**src/rtl/instr_reg_param_if.sv**
```systemverilog
// Fetch-side bus of the instruction register: word handshake, flush/advance control and decode outputs.
// Ports (master = fetch/consumer side, slave = instr_reg_param):
//   flush, in_data, in_valid, advance -> slave; in_ready, instr_valid, opcode, addr_a/b/c, imm_valid, op_a, op_b -> master.
interface instr_reg_param_if #(
    parameter int DATA_W  = 16,
    parameter int OPC_W   = 4,
    parameter int FIELD_W = 4
);
    logic                flush;
    logic [DATA_W-1:0]   in_data;
    logic                in_valid;
    logic                in_ready;
    logic                advance;
    logic                instr_valid;
    logic [OPC_W-1:0]    opcode;
    logic [FIELD_W-1:0]  addr_a;
    logic [FIELD_W-1:0]  addr_b;
    logic [FIELD_W-1:0]  addr_c;
    logic                imm_valid;
    logic [DATA_W-1:0]   op_a;
    logic [DATA_W-1:0]   op_b;

    modport master (
        output flush, in_data, in_valid, advance,
        input  in_ready, instr_valid, opcode, addr_a, addr_b, addr_c,
               imm_valid, op_a, op_b
    );

    modport slave (
        input  flush, in_data, in_valid, advance,
        output in_ready, instr_valid, opcode, addr_a, addr_b, addr_c,
               imm_valid, op_a, op_b
    );
endinterface

```
**src/rtl/instr_reg_param.sv**
```systemverilog
// Purpose: parametrised instruction register with immediate-word capture FSM, opcode/field decode and gated operand buses.
// Latency: word accepted at edge N is decoded in cycle N+1; immediate instructions complete one cycle after the immediate word.
// Backpressure: in_ready only when EMPTY, WAIT_IMM, or FULL with advance; low during rst; flush discards the presented word.
// Ports: clk, rst (sync, active-high); bus (instr_reg_param_if.slave) carries flush, in_data/in_valid/in_ready,
//        advance, instr_valid, opcode, addr_a/b/c, imm_valid, op_a, op_b.
// Build option: define IR_SIGN_EXT_EN to make op_b of non-immediate instructions the sign-extended
//        {addr_b, addr_c}; undefined, op_b is zero-extended addr_b.
module instr_reg_param #(
    parameter int               DATA_W     = 16,
    parameter int               OPC_W      = 4,
    parameter int               FIELD_W    = 4,
    parameter logic [OPC_W-1:0] IMM_OPCODE = 4'hE
) (
    input  logic              clk,
    input  logic              rst,
    instr_reg_param_if.slave  bus
);

    generate
        if (DATA_W != OPC_W + 3 * FIELD_W) begin : g_bad_widths
            $error("instr_reg_param: DATA_W must equal OPC_W + 3*FIELD_W");
        end
    endgenerate

    typedef enum logic [1:0] {
        S_EMPTY    = 2'd0,
        S_WAIT_IMM = 2'd1,
        S_FULL     = 2'd2
    } state_t;

    state_t              r_state;
    state_t              w_state_nxt;
    logic [DATA_W-1:0]   r_ir;
    logic [DATA_W-1:0]   r_imm;
    logic [DATA_W-1:0]   w_ir_nxt;
    logic [DATA_W-1:0]   w_imm_nxt;

    logic                w_in_ready;
    logic                w_accept;
    logic                w_word_is_imm;
    logic                w_instr_valid;
    logic [OPC_W-1:0]    w_opcode;
    logic [FIELD_W-1:0]  w_addr_a;
    logic [FIELD_W-1:0]  w_addr_b;
    logic [FIELD_W-1:0]  w_addr_c;
    logic [DATA_W-1:0]   w_field_b;

    // Readiness is a pure function of state and advance; flush does not
    // lower it, it only cancels the accept below.
    assign w_in_ready    = !rst && ((r_state == S_EMPTY) || (r_state == S_WAIT_IMM) ||
                                    ((r_state == S_FULL) && bus.advance));
    assign w_accept      = bus.in_valid && w_in_ready && !bus.flush;
    assign w_word_is_imm = (bus.in_data[DATA_W-1 -: OPC_W] == IMM_OPCODE);

    always_comb begin
        w_state_nxt = r_state;
        w_ir_nxt    = r_ir;
        w_imm_nxt   = r_imm;
        if (bus.flush) begin
            // IR/IMM deliberately keep their contents; only the state drops.
            w_state_nxt = S_EMPTY;
        end else begin
            unique case (r_state)
                S_EMPTY, S_FULL: begin
                    // FULL only reloads when the consumer advances; an accept
                    // in FULL implies advance, giving the no-bubble handover.
                    if (w_accept) begin
                        w_ir_nxt = bus.in_data;
                        if (w_word_is_imm) begin
                            w_state_nxt = S_WAIT_IMM;
                        end else begin
                            w_state_nxt = S_FULL;
                            w_imm_nxt   = '0;
                        end
                    end else if ((r_state == S_FULL) && bus.advance) begin
                        w_state_nxt = S_EMPTY;
                    end
                end
                S_WAIT_IMM: begin
                    if (w_accept) begin
                        w_imm_nxt   = bus.in_data;
                        w_state_nxt = S_FULL;
                    end
                end
                default: begin
                    w_state_nxt = S_EMPTY;
                end
            endcase
        end
    end

    always_ff @(posedge clk) begin
        if (rst) begin
            r_state <= S_EMPTY;
            r_ir    <= '0;
            r_imm   <= '0;
        end else begin
            r_state <= w_state_nxt;
            r_ir    <= w_ir_nxt;
            r_imm   <= w_imm_nxt;
        end
    end

    assign w_instr_valid = (r_state == S_FULL);
    assign w_opcode      = r_ir[DATA_W-1 -: OPC_W];
    assign w_addr_a      = r_ir[3*FIELD_W-1 -: FIELD_W];
    assign w_addr_b      = r_ir[2*FIELD_W-1 -: FIELD_W];
    assign w_addr_c      = r_ir[FIELD_W-1:0];

`ifdef IR_SIGN_EXT_EN
    // {addr_b, addr_c} forms a short signed literal; addr_b's MSB is the sign.
    assign w_field_b = {{(DATA_W-2*FIELD_W){w_addr_b[FIELD_W-1]}}, w_addr_b, w_addr_c};
`else
    assign w_field_b = {{(DATA_W-FIELD_W){1'b0}}, w_addr_b};
`endif

    assign bus.in_ready    = w_in_ready;
    assign bus.instr_valid = w_instr_valid;
    assign bus.opcode      = w_opcode;
    assign bus.addr_a      = w_addr_a;
    assign bus.addr_b      = w_addr_b;
    assign bus.addr_c      = w_addr_c;
    assign bus.imm_valid   = w_instr_valid && (w_opcode == IMM_OPCODE);
    // Operand buses read zero unless a complete instruction is held.
    assign bus.op_a        = w_instr_valid ? {{(DATA_W-FIELD_W){1'b0}}, w_addr_a} : '0;
    assign bus.op_b        = !w_instr_valid ? '0 :
                             (w_opcode == IMM_OPCODE) ? r_imm : w_field_b;

endmodule

```
**src/flat_wrapper.sv**
```systemverilog
// flat-port wrapper written by rule: the top's interface ports become plain ports
module instr_reg_param_flat 
#(
    parameter int               DATA_W     = 16,
    parameter int               OPC_W      = 4,
    parameter int               FIELD_W    = 4,
    parameter logic [OPC_W-1:0] IMM_OPCODE = 4'hE
)
  (clk, rst, bus_flush, bus_in_data, bus_in_valid, bus_advance, bus_in_ready, bus_instr_valid, bus_opcode, bus_addr_a, bus_addr_b, bus_addr_c, bus_imm_valid, bus_op_a, bus_op_b);
  instr_reg_param_if #(.DATA_W(DATA_W), .OPC_W(OPC_W), .FIELD_W(FIELD_W)) bus_i ();
  input  logic clk;
  input  logic rst;
  input wire logic [$bits(bus_i.flush)-1:0] bus_flush;
  input wire logic [$bits(bus_i.in_data)-1:0] bus_in_data;
  input wire logic [$bits(bus_i.in_valid)-1:0] bus_in_valid;
  input wire logic [$bits(bus_i.advance)-1:0] bus_advance;
  output wire logic [$bits(bus_i.in_ready)-1:0] bus_in_ready;
  output wire logic [$bits(bus_i.instr_valid)-1:0] bus_instr_valid;
  output wire logic [$bits(bus_i.opcode)-1:0] bus_opcode;
  output wire logic [$bits(bus_i.addr_a)-1:0] bus_addr_a;
  output wire logic [$bits(bus_i.addr_b)-1:0] bus_addr_b;
  output wire logic [$bits(bus_i.addr_c)-1:0] bus_addr_c;
  output wire logic [$bits(bus_i.imm_valid)-1:0] bus_imm_valid;
  output wire logic [$bits(bus_i.op_a)-1:0] bus_op_a;
  output wire logic [$bits(bus_i.op_b)-1:0] bus_op_b;
  assign bus_i.flush = bus_flush;
  assign bus_i.in_data = bus_in_data;
  assign bus_i.in_valid = bus_in_valid;
  assign bus_i.advance = bus_advance;
  assign bus_in_ready = bus_i.in_ready;
  assign bus_instr_valid = bus_i.instr_valid;
  assign bus_opcode = bus_i.opcode;
  assign bus_addr_a = bus_i.addr_a;
  assign bus_addr_b = bus_i.addr_b;
  assign bus_addr_c = bus_i.addr_c;
  assign bus_imm_valid = bus_i.imm_valid;
  assign bus_op_a = bus_i.op_a;
  assign bus_op_b = bus_i.op_b;
  instr_reg_param #(.DATA_W(DATA_W), .OPC_W(OPC_W), .FIELD_W(FIELD_W), .IMM_OPCODE(IMM_OPCODE)) u_core (.clk(clk), .rst(rst), .bus(bus_i));
endmodule
```
**config.mk**
```make
export PLATFORM = sky130hd
export DESIGN_NAME = instr_reg_param_flat
export DESIGN_NICKNAME = d
export VERILOG_FILES = /design/src/rtl/instr_reg_param_if.sv /design/src/rtl/instr_reg_param.sv /design/src/flat_wrapper.sv
export SDC_FILE = /design/constraint.sdc
export NUM_CORES = 1
export LEC_CHECK = 0
export ABC_AREA = 1
export ABC_CLOCK_PERIOD_IN_PS = 1600
export CAP_MARGIN = 20
export CORE_MARGIN = 2
export CORE_UTILIZATION = 45
export CTS_BUF_LIST = sky130_fd_sc_hd__clkbuf_8
export CTS_CLUSTER_DIAMETER = 50
export DETAILED_ROUTE_END_ITERATION = 8
export PLACE_DENSITY = 0.91
export RECOVER_POWER = 100
export SLEW_MARGIN = 20
export SYNTH_ARGS = -nofsm -noshare
export SYNTH_HDL_FRONTEND = slang
export SYNTH_SLANG_ARGS = --single-unit
```
**constraint.sdc**
```tcl
create_clock -name clk -period 1.6 [get_ports clk]
set_input_delay 0.16 -clock clk [delete_from_list [all_inputs] [get_ports clk]]
set_output_delay 0.16 -clock clk [all_outputs]
set_load 0.005 [all_outputs]
```
# Word-level counts from Yosys, hierarchy flattened
# Index checks and enable logic that the tools add are counted.
# W data, S select, Z words.
# totals
reg_bits,34
out_inout_bits,51
word_cells,40
# classes
eq_ne,8
mux,12
bitwise,1
n_reduce_logical,16
# op_table
cell,n
$mux W16,5
$pmux W16 S2,1
$eq A4 B4 Y1 const B,2
$mux W2,4
$logic_and A1 B1 Y1,5
$reduce_and A5 Y1,1
$mux W4,1
$ne A2 B1 Y1 const B,2
$pmux W2 S2,1
$reduce_or A2 Y1,2
$ne A3 B1 Y1 const B,1
$reduce_and A3 Y1,1
$eq A2 B1 Y1 const B,1
$eq A2 B2 Y1 const B,1
$logic_not A1 Y1,2
$logic_not A2 Y1,1
$logic_or A1 B1 Y1,2
$ne A2 B2 Y1 const B,1
$reduce_and A2 Y1,1
$reduce_bool A2 Y1,1
$not A1 Y1,1

# Logic depth before layout (Yosys ltp)
# logic_depth
depth_word,8
depth_mapped,9
mapped_depth_nobuf,8

# Least setup slack after synthesis
# Ideal clock, no wire load.
# synth_path
path_kind,reg2out
from,register u_core.r_ir[13]
to,output bus_op_b[10]
t_arrival_ps,1097
t_required_ps,1440
slack_ps,343
path_stages_with_launch,8
n_path_buf,1
cell_sequence,dfxtp_1 > inv_1 > nor2_1 > nand3_1 > inv_1 > buf_2 > nand2_1 > nor2_1
# synth_via
elab_chain_cells,3
# synth_lines
item,line_no,source
start: declaration,instr_reg_param.sv:33,logic [DATA_W-1:0] r_ir;
start signal: assignment,instr_reg_param.sv:99,r_ir <= w_ir_nxt;
$eq A4 B4 Y1,instr_reg_param.sv:127,(w_opcode == IMM_OPCODE) ? r_imm : w_field_b;
$mux W16,instr_reg_param.sv:127,
$mux W16,instr_reg_param.sv:126,assign bus.op_b = !w_instr_valid ? '0 :
end: declaration,flat_wrapper.sv:25,output wire logic [$bits(bus_i.op_b)-1:0] bus_op_b;
# Every way passes these cells.

# Worst setup path after layout
# layout_path
from,register u_core.r_ir[13]
to,output bus_op_b[15]
# Same word-level chain as after synthesis.

==> results.rst <==
.. list-table::
   :header-rows: 1

   * - Metric
     - Value
   * - Result of the run
     - complete, but fails checks
   * - Failing checks
     - negative setup slack
   * - Area Overhead vs Synth
     - 42.5%
   * - Worst-case clock skew
     - ~0.0078 ns
   * - Portion of synthesized cell area occupied by the leading cell type
     - 37.4%
   * - Post-synthesis compound-gate area fraction
     - a little over an eighth
   * - Share of synthesized flip-flops with an asynchronous set or reset
     - 0%
   * - GRT Overall Usage
     - between 20% and 30%
   * - Fraction of final layout cells sized beyond drive strength 1
     - between 20% and 30%
   * - Sum of overflow across all layers after global routing
     - 0
   * - Hpwl dp
     - about 3.4 mm
   * - NumNets Final
     - 364
   * - Global-route wire length before repair
     - about 8 mm
   * - Slew Viols, Final
     - 0
   * - Maximum vdd drop
     - 0.449 mV
   * - TritonCTS buffer count
     - 5
   * - Maximum clock rate
     - between 600 and 700 MHz
   * - Buffer cell driving the clock tree root
     - sky130_fd_sc_hd__clkbuf_8
   * - Unrepaired setup endpoints after global routing
     - yes
   * - TritonCTS clock tree
     - yes
   * - Fin cells
     - 394
   * - Overall power
     - 0.00185 W
   * - Top post-synthesis cells by area
     - sky130_fd_sc_hd__dfxtp_1 37%, sky130_fd_sc_hd__nor2_1 13%, sky130_fd_sc_hd__nand2_1 9.9%
   * - Part of the Yosys area used for sequential elements
     - about 37%
   * - Final core utilization
     - between 60 and 70%
   * - Number of vias after detailed routing
     - between 1500 and 2000
   * - HP Start
     - u_core.r_ir[8]$_SDFFE_PP0P_
   * - Vias per std cell
     - ~4.9
   * - Final Routed Wirelength
     - about 4.9 mm
   * - Most instantiated library cell after synthesis
     - sky130_fd_sc_hd__nor2_1
   * - Launch point of the critical path
     - u_core.r_ir[13]$_SDFFE_PP0P_
   * - Area of the mapped netlist
     - 1820 um^2
   * - Core outline area
     - just under 4000 um^2
   * - Worst hold path cell count
     - 2
   * - Category of the worst setup path capture point
     - output pin
   * - Hold path endpoint
     - u_core.r_ir[8]$_SDFFE_PP0P_
   * - Number of enable flip-flop cells after synthesis
     - 0
   * - Worst slack on hold paths
     - 0.468 ns
   * - Std-Cell Rows
     - 23
   * - DR iter-0 viols
     - 232
   * - Post-CTS clock slew at the launch and capture registers of the worst setup and hold paths
     - approximately 0.07 ns
   * - Antenna cells
     - 0
   * - Dominant synthesized flop cell
     - sky130_fd_sc_hd__dfxtp_1
   * - Ys Warns
     - 0
   * - Xor-xnor portion of the synthesized cell area
     - 0%
   * - GP Congestion
     - approximately 0.85
   * - DRC violation count after routing
     - 0
   * - Largest net degree at the start of global routing
     - 33
   * - Number of buffer cells added on primary ports
     - 59
   * - Cell count after placement
     - around 380
   * - Worst Setup Start Kind
     - register
   * - Synthesized netlist cell count
     - 264
   * - Width of the die
     - 67.6 um
   * - Static leakage power
     - around 1.2 nW
   * - Post-synth cell types
     - 22
   * - Mean Syn Cell Area
     - around 6.9 um^2
   * - Post-route setup slack
     - -0.0446 ns
   * - Height of the die
     - 67.6 um
   * - Launching point of the worst reg2reg path
     - u_core.r_state[0]$_SDFFE_PP0P_
   * - Pre-CTS setup slack
     - -0.0556 ns
   * - Top-Level Pins
     - between 70 and 80
   * - Post-layout min period
     - 1.64 ns
   * - Top cell types by occurrence after synthesis
     - 65 x sky130_fd_sc_hd__nor2_1, 48 x sky130_fd_sc_hd__nand2_1, 34 x sky130_fd_sc_hd__dfxtp_1
   * - Destination of the worst register-to-register timing path
     - u_core.r_imm[3]$_SDFFE_PP0P_
   * - Worst setup slack for register-to-register paths
     - about 0.060 ns
   * - Later-pin clock latency in the skew report
     - 0.29 ns
   * - Kind of critical path
     - reg2out
   * - Arrival time of data at the critical path endpoint
     - about 1.5 ns
   * - Basic-gate share of the synthesized area counting and, or, nand and nor cells
     - between 30% and 40%
   * - Total iterations of the first detailed-routing run
     - 5
   * - Crit Path Max Fanout
     - 5
   * - Die ar.
     - around 4600 um^2
   * - Cell Pwr Density
     - between 700 and 800 nW/um^2
   * - Total count of hold-check failures in the final report
     - 0
   * - Class of the tightest hold or removal check
     - reg2reg
   * - Cell type contributing the most total cell area after synthesis
     - sky130_fd_sc_hd__dfxtp_1
   * - Initial antenna violation count
     - 0
   * - Data required time at the worst endpoint
     - around 1.4 ns
   * - Count of hold buffers inserted by post-cts repair
     - 0
   * - Number of global-route vias before repair
     - 1764
   * - Main combinational cell family by area after synthesis
     - simple AND/OR/NAND/NOR gates
   * - Clock sink total
     - 34
   * - Number of buffers on the longest clock path
     - 2
   * - Drt wl/cell
     - ~12 um
   * - Area share of fa/ha/maj cells after synthesis
     - 0%
   * - Remaining antenna violation count
     - 0
   * - #FFs+latches synth
     - 34
   * - Initial cell density of the core
     - 46.1%
   * - Register-to-Register Path Depth
     - 8
   * - Part of the cycle the worst path needs
     - 103%
   * - Final Setup Violations
     - 5
   * - Max-cap check violation count
     - 0
   * - Multiplexer share of the synthesized area
     - 0%
   * - CTS HTree Levels
     - 2
[repair_timing]
item | 4_1_cts | 5_1_grt
buffers inserted | 7 | 3
pin swaps | 3 | 7
resized for setup | 77 | 16
setup endpoints to repair | 22 | 22
[power by group]
group | total (W) | switching (W) | internal [W]
combinational | 0.000284 | 0.000142 | 0.000143
clock | 0.000663 | 0.000323 | 0.000341
sequential | 0.000903 | 0.0000202 | 0.000883
[flip-flops by register name, summed over array words and instances, names as in the netlist]
register	cells
u_core.r_imm	16
u_core.r_ir	16
u_core.r_state	2
[critical path: stages, from the launching register on]
cell and delay [ns]:
sky130_fd_sc_hd__dfxtp_2 0.33, sky130_fd_sc_hd__inv_2 0.03, sky130_fd_sc_hd__nor2_1 0.09, sky130_fd_sc_hd__nand3_1 0.10, sky130_fd_sc_hd__inv_2 0.09, sky130_fd_sc_hd__buf_12 0.11
sky130_fd_sc_hd__buf_12 0.09, sky130_fd_sc_hd__buf_6 0.09, sky130_fd_sc_hd__nand2_2 0.04, sky130_fd_sc_hd__nor2_2 0.08, sky130_fd_sc_hd__buf_2 0.12
[routing by layer]
metal	global-route usage, %	vias up	part of all wire (%)
li1	-	966	-
met1	28.5	877	41
met2	36.9	90	49
met3	5.50	15	7.6
met4	9.18	0	2.1
met5	0	-	0
[cell families after synthesis]
group	count (synthesis)
flip-flops	34
AND/OR/NAND/NOR	140
AO/OA/AOI/OAI	45
other	1
buffers and inverters	44
[metrics by stage]
step	setup TNS (ns)	area, um^2
2_1_floorplan	0	1860
3_3_place_gp	0	2510
3_5_place_dp	-0.448	2510
4_1_cts	-0.346	2600
5_1_grt	-1.72	2590
6_report	-0.107	2590
[how the worst max path moves through the flow]
stage / endpoint / slack, ns
3_5_place_dp: bus_op_b[1] / -0.06
2_1_floorplan: bus_op_b[10] / 0.34
4_1_cts: bus_imm_valid / -0.19
6_report: bus_op_b[15] / -0.04
3_3_place_gp: bus_op_b[5] / 0.01
5_1_grt: bus_op_b[6] / -0.13
[placed cells by master (no fill, tap or decap), types with 6 or more instances in the layout]
cell	n
sky130_fd_sc_hd__buf_4	19
sky130_fd_sc_hd__dlygate4sd3_1	15
sky130_fd_sc_hd__o21ai_0	18
sky130_fd_sc_hd__clkbuf_8	6
sky130_fd_sc_hd__clkdlybuf4s50_1	21
sky130_fd_sc_hd__buf_2	15
sky130_fd_sc_hd__nand2_1	47
sky130_fd_sc_hd__nor2_1	63
sky130_fd_sc_hd__dfxtp_1	33
sky130_fd_sc_hd__conb_1	12
sky130_fd_sc_hd__nand3_1	18
sky130_fd_sc_hd__a21oi_1	21
sky130_fd_sc_hd__inv_1	12
[cell type report]
class / instances / area, um^2
Inverter: 17 / 71.3
Clock inverter: 2 / 8.76
Clock buffer: 6 / 82.6
Sequential cell: 34 / 682
Fill cell: 350 / 1350
Multi-Input combinational cell: 197 / 912
Timing Repair Buffer: 88 / 772
Tap cell: 50 / 62.6
(Power assumes the default switching activity.)
